===== src/rtl/ram_b_lsu.sv =====
// Load/store unit in front of RAM_B (single-port 32-bit block RAM).
// Byte/half/word requests become word accesses; sub-word stores use read-modify-write.
module ram_b_lsu #(
   parameter int ADDR_W  = 6,
   parameter int RAM_LAT = 1
) (
   input  logic              clka,
   input  logic              rsta_n,
   input  logic              req,
   input  logic              we,
   input  logic [1:0]        size,
   input  logic              sign_ext,
   input  logic [ADDR_W+1:0] addr,
   input  logic [31:0]       wdata,
   output logic              busy,
   output logic              done,
   output logic              err,
   output logic [31:0]       rdata,
   output logic              ram_wea,
   output logic [ADDR_W-1:0] ram_addra,
   output logic [31:0]       ram_dina,
   input  logic [31:0]       ram_douta
);

   typedef enum logic [2:0] {IDLE, RD_WAIT, WR, RMW_WAIT, RMW_WR, FIN} state_t;

   localparam logic [1:0] LAST_CNT = 2'(RAM_LAT);

   // Pick the addressed lane out of a RAM word and widen it to 32 bits.
   function automatic logic [31:0] load_extract(input logic [31:0] word, input logic [1:0] sz,
                                                input logic [1:0] lane, input logic sx);
      logic [7:0]  b;
      logic [15:0] h;
      logic [31:0] r;
      case (lane)
         2'd0:    b = word[7:0];
         2'd1:    b = word[15:8];
         2'd2:    b = word[23:16];
         default: b = word[31:24];
      endcase
      h = lane[1] ? word[31:16] : word[15:0];
      case (sz)
         2'b00:   r = {{24{sx & b[7]}}, b};
         2'b01:   r = {{16{sx & h[15]}}, h};
         default: r = word;
      endcase
      return r;
   endfunction

   function automatic logic [31:0] store_merge(input logic [31:0] word, input logic [1:0] sz,
                                               input logic [1:0] lane, input logic [15:0] data);
      logic [31:0] r;
      r = word;
      if (sz == 2'b00) begin
         case (lane)
            2'd0:    r[7:0]   = data[7:0];
            2'd1:    r[15:8]  = data[7:0];
            2'd2:    r[23:16] = data[7:0];
            default: r[31:24] = data[7:0];
         endcase
      end else if (lane[1]) begin
         r[31:16] = data;
      end else begin
         r[15:0] = data;
      end
      return r;
   endfunction

   state_t              state_q, state_d;
   logic [1:0]          cnt_q, cnt_d;
   logic [1:0]          size_q, size_d;
   logic                sext_q, sext_d;
   logic [1:0]          lane_q, lane_d;
   logic [15:0]         wdat_q, wdat_d;
   logic                err_pend_q, err_pend_d;
   logic                busy_q, busy_d;
   logic                done_q, done_d;
   logic                err_q, err_d;
   logic [31:0]         rdata_q, rdata_d;
   logic                wea_q, wea_d;
   logic [ADDR_W-1:0]   addra_q, addra_d;
   logic [31:0]         dina_q, dina_d;
   logic                legal_s;

   // Alignment and size legality of the incoming request.
   always_comb begin
      case (size)
         2'b00:   legal_s = 1'b1;
         2'b01:   legal_s = ~addr[0];
         2'b10:   legal_s = (addr[1:0] == 2'b00);
         default: legal_s = 1'b0;
      endcase
   end

   // Next-state and next-output computation.
   always_comb begin
      state_d    = state_q;
      cnt_d      = cnt_q;
      size_d     = size_q;
      sext_d     = sext_q;
      lane_d     = lane_q;
      wdat_d     = wdat_q;
      err_pend_d = err_pend_q;
      done_d     = 1'b0;
      err_d      = 1'b0;
      rdata_d    = rdata_q;
      wea_d      = 1'b0;
      addra_d    = addra_q;
      dina_d     = dina_q;
      case (state_q)
         IDLE: begin
            if (req) begin
               addra_d    = addr[ADDR_W+1:2];
               size_d     = size;
               sext_d     = sign_ext;
               lane_d     = addr[1:0];
               wdat_d     = wdata[15:0];
               cnt_d      = 2'd0;
               err_pend_d = ~legal_s;
               if (!legal_s) begin
                  state_d = FIN;
               end else if (we && (size == 2'b10)) begin
                  state_d = WR;
                  wea_d   = 1'b1;
                  dina_d  = wdata;
               end else if (we) begin
                  state_d = RMW_WAIT;
               end else begin
                  state_d = RD_WAIT;
               end
            end else begin
               state_d = IDLE;
            end
         end
         RD_WAIT: begin
            if (cnt_q == LAST_CNT) begin
               rdata_d = load_extract(ram_douta, size_q, lane_q, sext_q);
               state_d = FIN;
            end else begin
               cnt_d = cnt_q + 2'd1;
            end
         end
         WR:      state_d = FIN;
         RMW_WAIT: begin
            if (cnt_q == LAST_CNT) begin
               dina_d  = store_merge(ram_douta, size_q, lane_q, wdat_q);
               wea_d   = 1'b1;
               state_d = RMW_WR;
            end else begin
               cnt_d = cnt_q + 2'd1;
            end
         end
         RMW_WR:  state_d = FIN;
         FIN: begin
            // done/err are registered, so they show in the cycle after FIN.
            done_d  = 1'b1;
            err_d   = err_pend_q;
            state_d = IDLE;
         end
         default: state_d = IDLE;
      endcase
      busy_d = (state_d != IDLE);
   end

   // State and registered outputs.
   always_ff @(posedge clka or negedge rsta_n) begin
      if (!rsta_n) begin
         state_q    <= IDLE;
         cnt_q      <= 2'd0;
         size_q     <= 2'b00;
         sext_q     <= 1'b0;
         lane_q     <= 2'b00;
         wdat_q     <= 16'h0000;
         err_pend_q <= 1'b0;
         busy_q     <= 1'b0;
         done_q     <= 1'b0;
         err_q      <= 1'b0;
         rdata_q    <= 32'h0000_0000;
         wea_q      <= 1'b0;
         addra_q    <= '0;
         dina_q     <= 32'h0000_0000;
      end else begin
         state_q    <= state_d;
         cnt_q      <= cnt_d;
         size_q     <= size_d;
         sext_q     <= sext_d;
         lane_q     <= lane_d;
         wdat_q     <= wdat_d;
         err_pend_q <= err_pend_d;
         busy_q     <= busy_d;
         done_q     <= done_d;
         err_q      <= err_d;
         rdata_q    <= rdata_d;
         wea_q      <= wea_d;
         addra_q    <= addra_d;
         dina_q     <= dina_d;
      end
   end

   assign busy      = busy_q;
   assign done      = done_q;
   assign err       = err_q;
   assign rdata     = rdata_q;
   assign ram_wea   = wea_q;
   assign ram_addra = addra_q;
   assign ram_dina  = dina_q;

endmodule


===== config.mk =====
export PLATFORM = sky130hd
export DESIGN_NAME = ram_b_lsu
export DESIGN_NICKNAME = d
export VERILOG_FILES = /design/src/rtl/ram_b_lsu.sv
export SDC_FILE = /design/constraint.sdc
export NUM_CORES = 1
export LEC_CHECK = 0
export CORE_ASPECT_RATIO = 0.9
export CORE_MARGIN = 10
export CORE_UTILIZATION = 40
export DETAILED_ROUTE_END_ITERATION = 8
export GPL_TIMING_DRIVEN = 1
export PLACE_DENSITY_LB_ADDON = 0.1
export SLEW_MARGIN = 20
export SYNTH_ARGS = -nofsm -noshare
export SYNTH_HDL_FRONTEND = slang
export SYNTH_SLANG_ARGS = --single-unit

===== constraint.sdc =====
create_clock -name clka -period 5 [get_ports clka]
set_input_delay 0.5 -clock clka [delete_from_list [all_inputs] [get_ports clka]]
set_output_delay 0.5 -clock clka [all_outputs]
set_load 0.01 [all_outputs]

==> out/qor.yml, run 1 <==
max_freq_ghz: 0.3503
final.setup.tns_ns: 0
switching_share_pct: 38.74
grt_pass1_wl_um: 28600
postCtsHoldBufs: 0
routedWlPerCell_um: 22.03
dp_slack_ns: 2.209
ys_ff_latch: 101
place.gp.congestion: 0.8556
post-route-util_pct: 54.62
track_usage_pct: 19.51
power_density_nw_per_um2: 583.0
ys.warnings.count: 0
dp_hpwl_um: 13510
setup_viol: 0
grt_pass1_vias: 5042
layout-drive-gt1-share_pct: 12.98
comb_power_share_pct: 48.2
die_area_um2: 18750
areaGrowthSynthToFinish_pct: 33.51
clockRootBuffer: "clkbuf_16"
fin_nets: 753
synth_edf_count: 0
htreeDepth: 3
drt_drc_violations_left: 0
fp.dieH_um: 130.9
cp.arrival_ns: 3.11
postCtsSetupRepairBufs: 0
vias_per_cell: 5.863
synth_seq_area_share_pct: 46.23
rsz0062_at_grt: "no"
p_sw_mw: 1.649
slew_violations: 0
clk_pin_slew_ns: 0.07
finClkSkew_ns: 0.007330
drt_iter0_drc: 540
r2r_cells: 4
port_buffers: 152
total_power_mw: 4.255
via_count: 4960
path_max_fanout: 29
min_period_over_period_pct: 57.10
layout_commonest_cell: "clkdlybuf4s50_1"
first_pass_iters: 5
grt_max_degree: 56
cp-end-kind: "flip-flop"
final_cell_mix: "clkdlybuf4s50_1, dfrtp_1, nor2_1"
p_clk_share_pct: 16.7
cts_buffer_depth: 2
antenna_found_initial: 0
layout_setup_ws_ns: 2.145
worst_pin_slew_ns: 1.133
leakagePower_nw: 2.993
finalCriticalPeriod_ns: 2.855
hold_viol: 0
ys.flop_type: "dfrtp_1"
seqPwrFrac_pct: 35.1
synthArstFlopShare_pct: 100.0
start_util_pct: 40.91
syn_area_um2: 5466
start_kind: "flip-flop"
synth.distinct_cells: 55
fp-row-count: 40
antenna_left: 0
outcome: "finished clean"
maxCapViolations: 0
cts_tree: "built"
ioPinCount: 153
core-area_um2: 13360
grt_overflow: 0
fp.dieW_um: 143.2
max_slew_margin_pct: 24.33
hold_class: "in2async"
criticalPathCategory: "reg2reg"
netlist_instances: 552
wl_um: 18640
p_int_mw: 2.607
syn_area_per_cell_um2: 9.903
antenna_cells: 0
cts.repair.resized: 0
ir_drop_mv: 0.3489
clock_latency_ns: 0.35
synth_fp_nets: 632
startpoint: "lane_q[1]"
cts_made_buffers: 9
clock-sinks: 101
r2r_start: "lane_q[1]"
cp_data_required_time_ns: 5.26
## synthesized netlist by cell type, types with 2 or more instances
cell type	number	area (µm²)
mux2_2	44	495.5
or4b_1	4	40.04
o22ai_1	2	12.51
dfrtp_1	101	2527
nand2_1	20	75.07
or3b_2	2	17.52
nor2_1	71	266.5
o21ba_2	4	40.04
and2_1	2	12.51
o21ai_2	2	17.52
nor3_1	2	10.01
o32a_1	8	80.08
a22o_1	8	70.07
inv_1	10	37.54
a21oi_1	62	310.3
buf_6	7	78.83
mux2i_1	7	70.07
a21o_1	10	75.07
nand3_1	2	10.01
nand2b_1	2	12.51
nor2b_1	11	68.82
a221oi_1	9	78.83
o221ai_1	4	35.03
clkbuf_1	23	86.33
o31ai_1	23	172.7
a211o_1	4	35.03
buf_2	18	90.09
and3b_1	2	17.52
a32oi_1	9	78.83
a211oi_1	2	15.01
o21ai_0	40	200.2
or3_1	6	37.54
nor3b_1	6	45.04
o221a_2	4	45.04
## routing by layer
metal	track usage, %	share of wire, %
met3	5.880	8.4
met2	30.33	46
met1	26.36	45
met4	4.019	0.89
met5	0	0
## critical path, cell delays in order (launching register included)
cell and delay [ns]:
dfrtp_1 1.05, inv_1 0.68, a21o_1 0.46, mux2_2 0.32, o31ai_1 0.24
## power groups by stage
stage | Clock (mW) | Combinational [mW] | Sequential, mW
detailed placement | 0 | 2.05 | 1.50
CTS | 0.727 | 2.06 | 1.49
finish | 0.709 | 2.05 | 1.49
global placement | 0 | 2.02 | 1.49
global route | 0.758 | 2.24 | 1.54
floorplan | 0 | 1.16 | 1.49
## path summary, 6_finish.rpt
| kind | endpoint | slack (ns) |
|---|---|---|
| worst min-delay path | ram_dina[31] | 0.21 |
| worst min register to register | err | 0.48 |
| worst max-delay path | ram_dina[19] | 2.15 |
| min in group clka | err | 0.48 |
| max in group asynchronous | wdat_q[12] | 3.67 |
| worst max register to register | ram_dina[19] | 2.15 |
## registers in the layout (all words and copies together), names as in the netlist
signal      flops
size_q          2
rdata          32
err             1
state_q         3
cnt_q           2
ram_wea         1
sext_q          1
busy            1
err_pend_q      1
done            1
lane_q          2
ram_dina       32
ram_addra       6
wdat_q         16
## per-stage QoR
step / hold WS (ns) / cell area, µm² / instances
2_1_floorplan: 0.2044 / 5466 / 552
3_3_place_gp: 0.4635 / 7004 / 830
3_5_place_dp: 0.4713 / 7004 / 830
4_1_cts: 0.2330 / 7298 / 846
5_1_grt: 0.2637 / 7298 / 846
6_report: 0.2096 / 7298 / 846
## cell type report
class,instances,area (µm²)
Timing Repair Buffer,160,1579
Tap cell,168,210.2
Clock inverter,4,47.55
Fill cell,1194,6065
Sequential cell,101,2527
Multi-Input combinational cell,390,2646
Inverter,11,41.29
Clock buffer,12,246.5
## cell families (layout without fill, tap and decap cells)
family	count (synthesis)	after routing	synth area share, %
AOI/OAI and AO/OA	199	199	24.35
adders and majority gates	1	1	0.2288
buffers and inverters	61	187	5.631
DFF	101	101	46.23
muxes	52	52	10.76
and+or+nand+nor	138	138	12.80
(Power assumes the default switching activity.)
==> run 2, diff against run 1 <==
- clock period: 5 -> 2.6 ns (I/O delays scaled with it)
==> out/qor.yml, run 2 (synthesis results as in run 1) <==
cts_tree: "built"
startpoint: "size_q[0]"
core-area_um2: 13360  # unchanged
finClkSkew_ns: 0.005742  # -0.001588 ns
hold_class: "in2async"
wl_um: 18740  # +0.54%
track_usage_pct: 19.73  # +0.23 points
setup_viol: 0  # unchanged
fin_nets: 764  # +1.5%
via_count: 4982  # +0.44%
place_inst: 840  # +1.2%
cts_buffer_depth: 2  # unchanged
clk_pin_slew_ns: 0.07  # about the same
htreeDepth: 3  # unchanged
criticalPathCategory: "reg2reg"
drt_drc_violations_left: 0  # unchanged
clock_latency_ns: 0.35  # about the same
dp_hpwl_um: 13910  # +2.9%
clockRootBuffer: "clkbuf_16"
switching_share_pct: 38.91  # +0.17 points
post-route-util_pct: 55.28  # +0.66 points
power_density_nw_per_um2: 1112  # +91%
leakagePower_nw: 3.047  # +1.8%
antenna_cells: 0  # unchanged
p_sw_mw: 3.197  # +94%
cp.arrival_ns: 2.46  # -0.65 ns
min_period_over_period_pct: 84.87  # +28 points
grt_pass1_vias: 5005  # -0.73%
use_met1_pct: 26.51  # +0.15 points
first_pass_iters: 5  # unchanged
die_area_um2: 18750  # unchanged
cp_data_required_time_ns: 2.85  # -2.41 ns
slew_violations: 0  # unchanged
final.fill_count: 1164  # -2.5%
start_util_pct: 40.91  # unchanged
layout_commonest_cell: "clkdlybuf4s50_1"
final.setup.tns_ns: 0  # unchanged
cts_made_buffers: 9  # unchanged
postCtsSetupRepairBufs: 0  # unchanged
grtUsageMet3_pct: 5.916  # +0.036 points
routedWlPerCell_um: 21.87  # -0.75%
worst_pin_slew_ns: 0.7809  # -0.3517 ns
grt_pass1_wl_um: 28900  # +1.1%
clock-sinks: 101  # unchanged
fp.dieW_um: 143.2  # unchanged
port_buffers: 152  # unchanged
hold_viol: 0  # unchanged
ioPinCount: 153  # unchanged
fin_cells: 857  # +1.3%
seqPwrFrac_pct: 34.9  # -0.2 points
start_kind: "flip-flop"
grt.met2_usage_pct: 30.88  # +0.55 points
areaGrowthSynthToFinish_pct: 35.13
p_clk_share_pct: 15.6  # -1.1 points
grt_busiest_layer: "met2"
comb_power_share_pct: 49.5  # +1.3 points
postCtsHoldBufs: 1  # +1
place.gp.congestion: 0.9173  # +7.2%
path_max_fanout: 27  # -6.9%
ir_drop_mv: 0.5323  # +53%
cp-end-kind: "flip-flop"
max_slew_margin_pct: 47.94  # +24 points
layout-drive-gt1-share_pct: 14.51  # +1.5 points
antenna_left: 0  # unchanged
grt_overflow: 0  # unchanged
finalCriticalPeriod_ns: 2.207  # -0.6483 ns
drt_iter0_drc: 411  # -24%
rsz0062_at_grt: "no"
maxCapViolations: 0  # unchanged
fp.dieH_um: 130.9  # unchanged
antenna_found_initial: 0  # unchanged
vias_per_cell: 5.813  # -0.85%
r2r_start: "size_q[0]"
max_freq_ghz: 0.4532  # +29%
cts.repair.resized: 0  # unchanged
grt_max_degree: 59  # +5.4%
outcome: "finished clean"
final_cell_mix: "clkdlybuf4s50_1, dfrtp_1, nor2_1"
p_int_mw: 5.018  # +93%
fp-row-count: 40  # unchanged
## run 2: cell count changes in the layout (fill, tap and decap cells not counted), sizes merged
cell and change:
buf +10, bufinv -1, clkinv +1, dlygate4sd3 +1
## run 2: final cells by class
| cell class | count | area (µm²) | share of cell area [%] |
|---|---|---|---|
| repair buffers | 171 | 1677 | 22.70 |
| multi-input cells | 390 | 2653 | 35.91 |
| inverters | 11 | 41.29 | 0.5589 |
| flip-flops and latches | 101 | 2527 | 34.21 |
| clock inverters | 4 | 22.52 | 0.3049 |
| clock buffers | 12 | 256.5 | 3.472 |
| well taps | 168 | 210.2 | 2.846 |
## run 2: path summary, 6_finish.rpt
path                                to  slack [ns]  depth (start not counted)
setup / recovery           ram_dina[4]        0.39                          4
hold / removal                 ram_wea        0.45                          2
setup reg to reg           ram_dina[4]        0.39                          4
hold reg to reg               rdata[1]        0.48                          2
max in group asynchronous   wdat_q[13]        1.39                          3
min in group clka             rdata[1]        0.48                          2
## run 2: metal layers
layer	up-vias	wire (µm)
li1	2300	-
met1	2423	8050
met2	244	8630
met3	15	1846
met4	0	214
met5	-	0
## run 2: worst max-delay path, cell delays in order, from the launching register on
cell	delay, ns
dfrtp_1	0.85
nor2_2	0.14
a21oi_2	0.46
mux2_2	0.40
o31ai_1	0.25
## run 2: through the flow
| step | cell area, µm² | setup WS (ns) | hold slack [ns] | power [mW] |
|---|---|---|---|---|
| after floorplan | 5466 | 0.9196 | -0.03559 | 5.092 |
| after global placement | 7092 | 0.3225 | 0.3058 | 6.841 |
| after detailed placement | 7092 | 0.1561 | 0.3090 | 6.941 |
| after CTS | 7381 | 0.2533 | 0.4873 | 8.244 |
| after global routing | 7387 | 0.2055 | 0.5020 | 8.765 |
| final | 7387 | 0.3934 | 0.4535 | 8.214 |
## run 2: power groups by stage
stage	sequential (mW)	clock [mW]	combinational [mW]
3_5_place_dp	2.89	0	4.05
6_report	2.87	1.28	4.06
4_1_cts	2.87	1.31	4.07
3_3_place_gp	2.86	0	3.98
5_1_grt	2.96	1.37	4.44
2_1_floorplan	2.86	0	2.23
==> run 3, diff against run 2 <==
- clock period: 2.6 -> 2.15 ns (I/O delays scaled with it)
==> out/qor.yml, run 3 (synthesis results as in run 1) <==
fp.dieW_um: 143.2  # unchanged
slew_violations: 0  # unchanged
layout_setup_ws_ns: 0.1393  # -0.2541 ns
fp-row-count: 40  # unchanged
slowest_delay_ns: 0.65  # -0.20 ns
grt_pass1_wl_um: 28980  # +0.26%
grtUsageMet3_pct: 6.205  # +0.29 points
cp_cell_sequence: "nor2_2 > a21oi_2 > mux2_2 > o31ai_1"
fp.dieH_um: 130.9  # unchanged
cp-end-kind: "flip-flop"
postCtsSetupRepairBufs: 0  # unchanged
fin_cells: 860  # +0.35%
reg2reg_to: "ram_dina[1]"
grt_pass1_vias: 5132  # +2.5%
r2r_cells: 4  # unchanged
min_period_over_period_pct: 93.52  # +8.7 points
cts_tree: "built"
ir_drop_mv: 0.7962  # +50%
cts_buffer_depth: 2  # unchanged
grt_busiest_layer: "met2"
final.fill_count: 1179  # +1.3%
core-area_um2: 13360  # unchanged
dp_hpwl_um: 13740  # -1.2%
track_usage_pct: 19.72  # about the same
drt_iter0_drc: 350  # -15%
whs_ns: 0.3789  # -0.07467 ns
first_pass_iters: 5  # unchanged
hold_class: "in2async"
layout-drive-gt1-share_pct: 14.88  # +0.37 points
final_cell_mix: "clkdlybuf4s50_1, dfrtp_1, nor2_1"
multiInputGateArea_um2: 2656  # +0.14%
grt.met2_usage_pct: 29.95  # -0.93 points
cp_data_required_time_ns: 2.41  # -0.44 ns
cp.arrival_ns: 2.27  # -0.19 ns
layout_commonest_cell: "clkdlybuf4s50_1"
routedWlPerCell_um: 21.63  # -1.1%
startpoint: "size_q[0]"
vias_per_cell: 5.815  # about the same
r2r_start: "size_q[0]"
cts_made_buffers: 9  # unchanged
place.gp.congestion: 0.8874  # -3.3%
wl_um: 18600  # -0.76%
max_freq_ghz: 0.4973  # +9.7%
ioPinCount: 153  # unchanged
antenna_found_initial: 0  # unchanged
seq_area_um2: 2527  # unchanged
path_max_fanout: 19  # -30%
clockRootBuffer: "clkbuf_16"
rsz0062_at_grt: "no"
grt_max_degree: 66  # +12%
final.setup.tns_ns: 0  # unchanged
clock-sinks: 101  # unchanged
maxCapViolations: 0  # unchanged
htreeDepth: 3  # unchanged
port_buffers: 152  # unchanged
leakagePower_nw: 3.059  # +0.40%
outcome: "finished clean"
antenna_left: 0  # unchanged
regToRegSetupSlack_ns: 0.14  # -0.25 ns
power_density_nw_per_um2: 1342  # +21%
antenna_cells: 0  # unchanged
finClkSkew_ns: 0.009865  # +0.004123 ns
hold_viol: 0  # unchanged
areaGrowthSynthToFinish_pct: 35.87
via_count: 5001  # +0.38%
max_slew_margin_pct: 53.80  # +5.9 points
fin_nets: 767  # +0.39%
path_delay_family: "compound AO/OA/AOI/OAI gates"
start_util_pct: 40.91  # unchanged
worst_pin_slew_ns: 0.6898  # -0.09111 ns
setup_viol: 0  # unchanged
criticalPathCategory: "reg2reg"
finalCriticalPeriod_ns: 2.011  # -0.1959 ns
place_inst: 843  # +0.36%
post-route-util_pct: 55.58  # +0.30 points
start_kind: "flip-flop"
clk_pin_slew_ns: 0.07  # about the same
die_area_um2: 18750  # unchanged
dp_slack_ns: 0.07952  # -0.07663 ns
slowest_stage: "dfrtp_1"
drt_drc_violations_left: 0  # unchanged
path_buf_inv: 0  # unchanged
grt_overflow: 0  # unchanged
use_met1_pct: 26.46  # -0.055 points
clock_latency_ns: 0.36  # about the same
-- run 3: cell types whose count changed in the layout (fill, tap and decap cells not counted) --
cell        previous run  this run
nor2b_1               11        10
clkinvlp_4             1         2
buf_12                 1         3
nor2b_2                0         1
buf_4                 18        19
o21ai_2                2         1
a31oi_2                1         0
a31oi_1                0         1
clkbuf_8               2         0
o21ai_4                0         1
inv_6                  0         1
-- run 3: how the worst max path moves through the flow --
stage               slack, ns  depth (start not counted)      endpoint
floorplan                0.47                          5  ram_dina[31]
global placement         0.15                          6  ram_dina[31]
detailed placement       0.08                          6  ram_dina[31]
CTS                      0.14                          4     rdata[10]
global route             0.02                          5     rdata[17]
finish                   0.14                          4   ram_dina[1]
-- run 3: metrics by stage --
stage | power (mW) | instance area, µm²
2_1_floorplan | 6.158 | 5466
3_3_place_gp | 8.296 | 7139
3_5_place_dp | 8.431 | 7139
4_1_cts | 9.980 | 7417
5_1_grt | 10.64 | 7427
6_report | 9.968 | 7427
-- run 3: what timing repair did --
item,4_1_cts,5_1_grt
setup endpoints to repair,0,2
resized for setup,0,1
hold buffers,1,0
hold endpoints to repair,36,0
-- run 3: area by class of cell --
cell class,instances,area share [%]
Multi-Input combinational cell,390,35.76
Tap cell,168,2.830
Inverter,11,0.5559
Timing Repair Buffer,174,23.21
Clock buffer,10,3.083
Clock inverter,6,0.5222
Sequential cell,101,34.03
-- run 3: report_power, final --
part	total (mW)	switching (mW)	internal [mW]
sequential	3.43	0.675	2.75
clock	1.53	0.746	0.784
combinational	5.01	2.50	2.51
total	9.97	3.92	6.05
-- run 3: metal layers --
metal,up-vias,wire length [µm]
li1,2298,-
met1,2486,8325
met2,194,8453
met3,23,1528
met4,0,293
met5,-,0
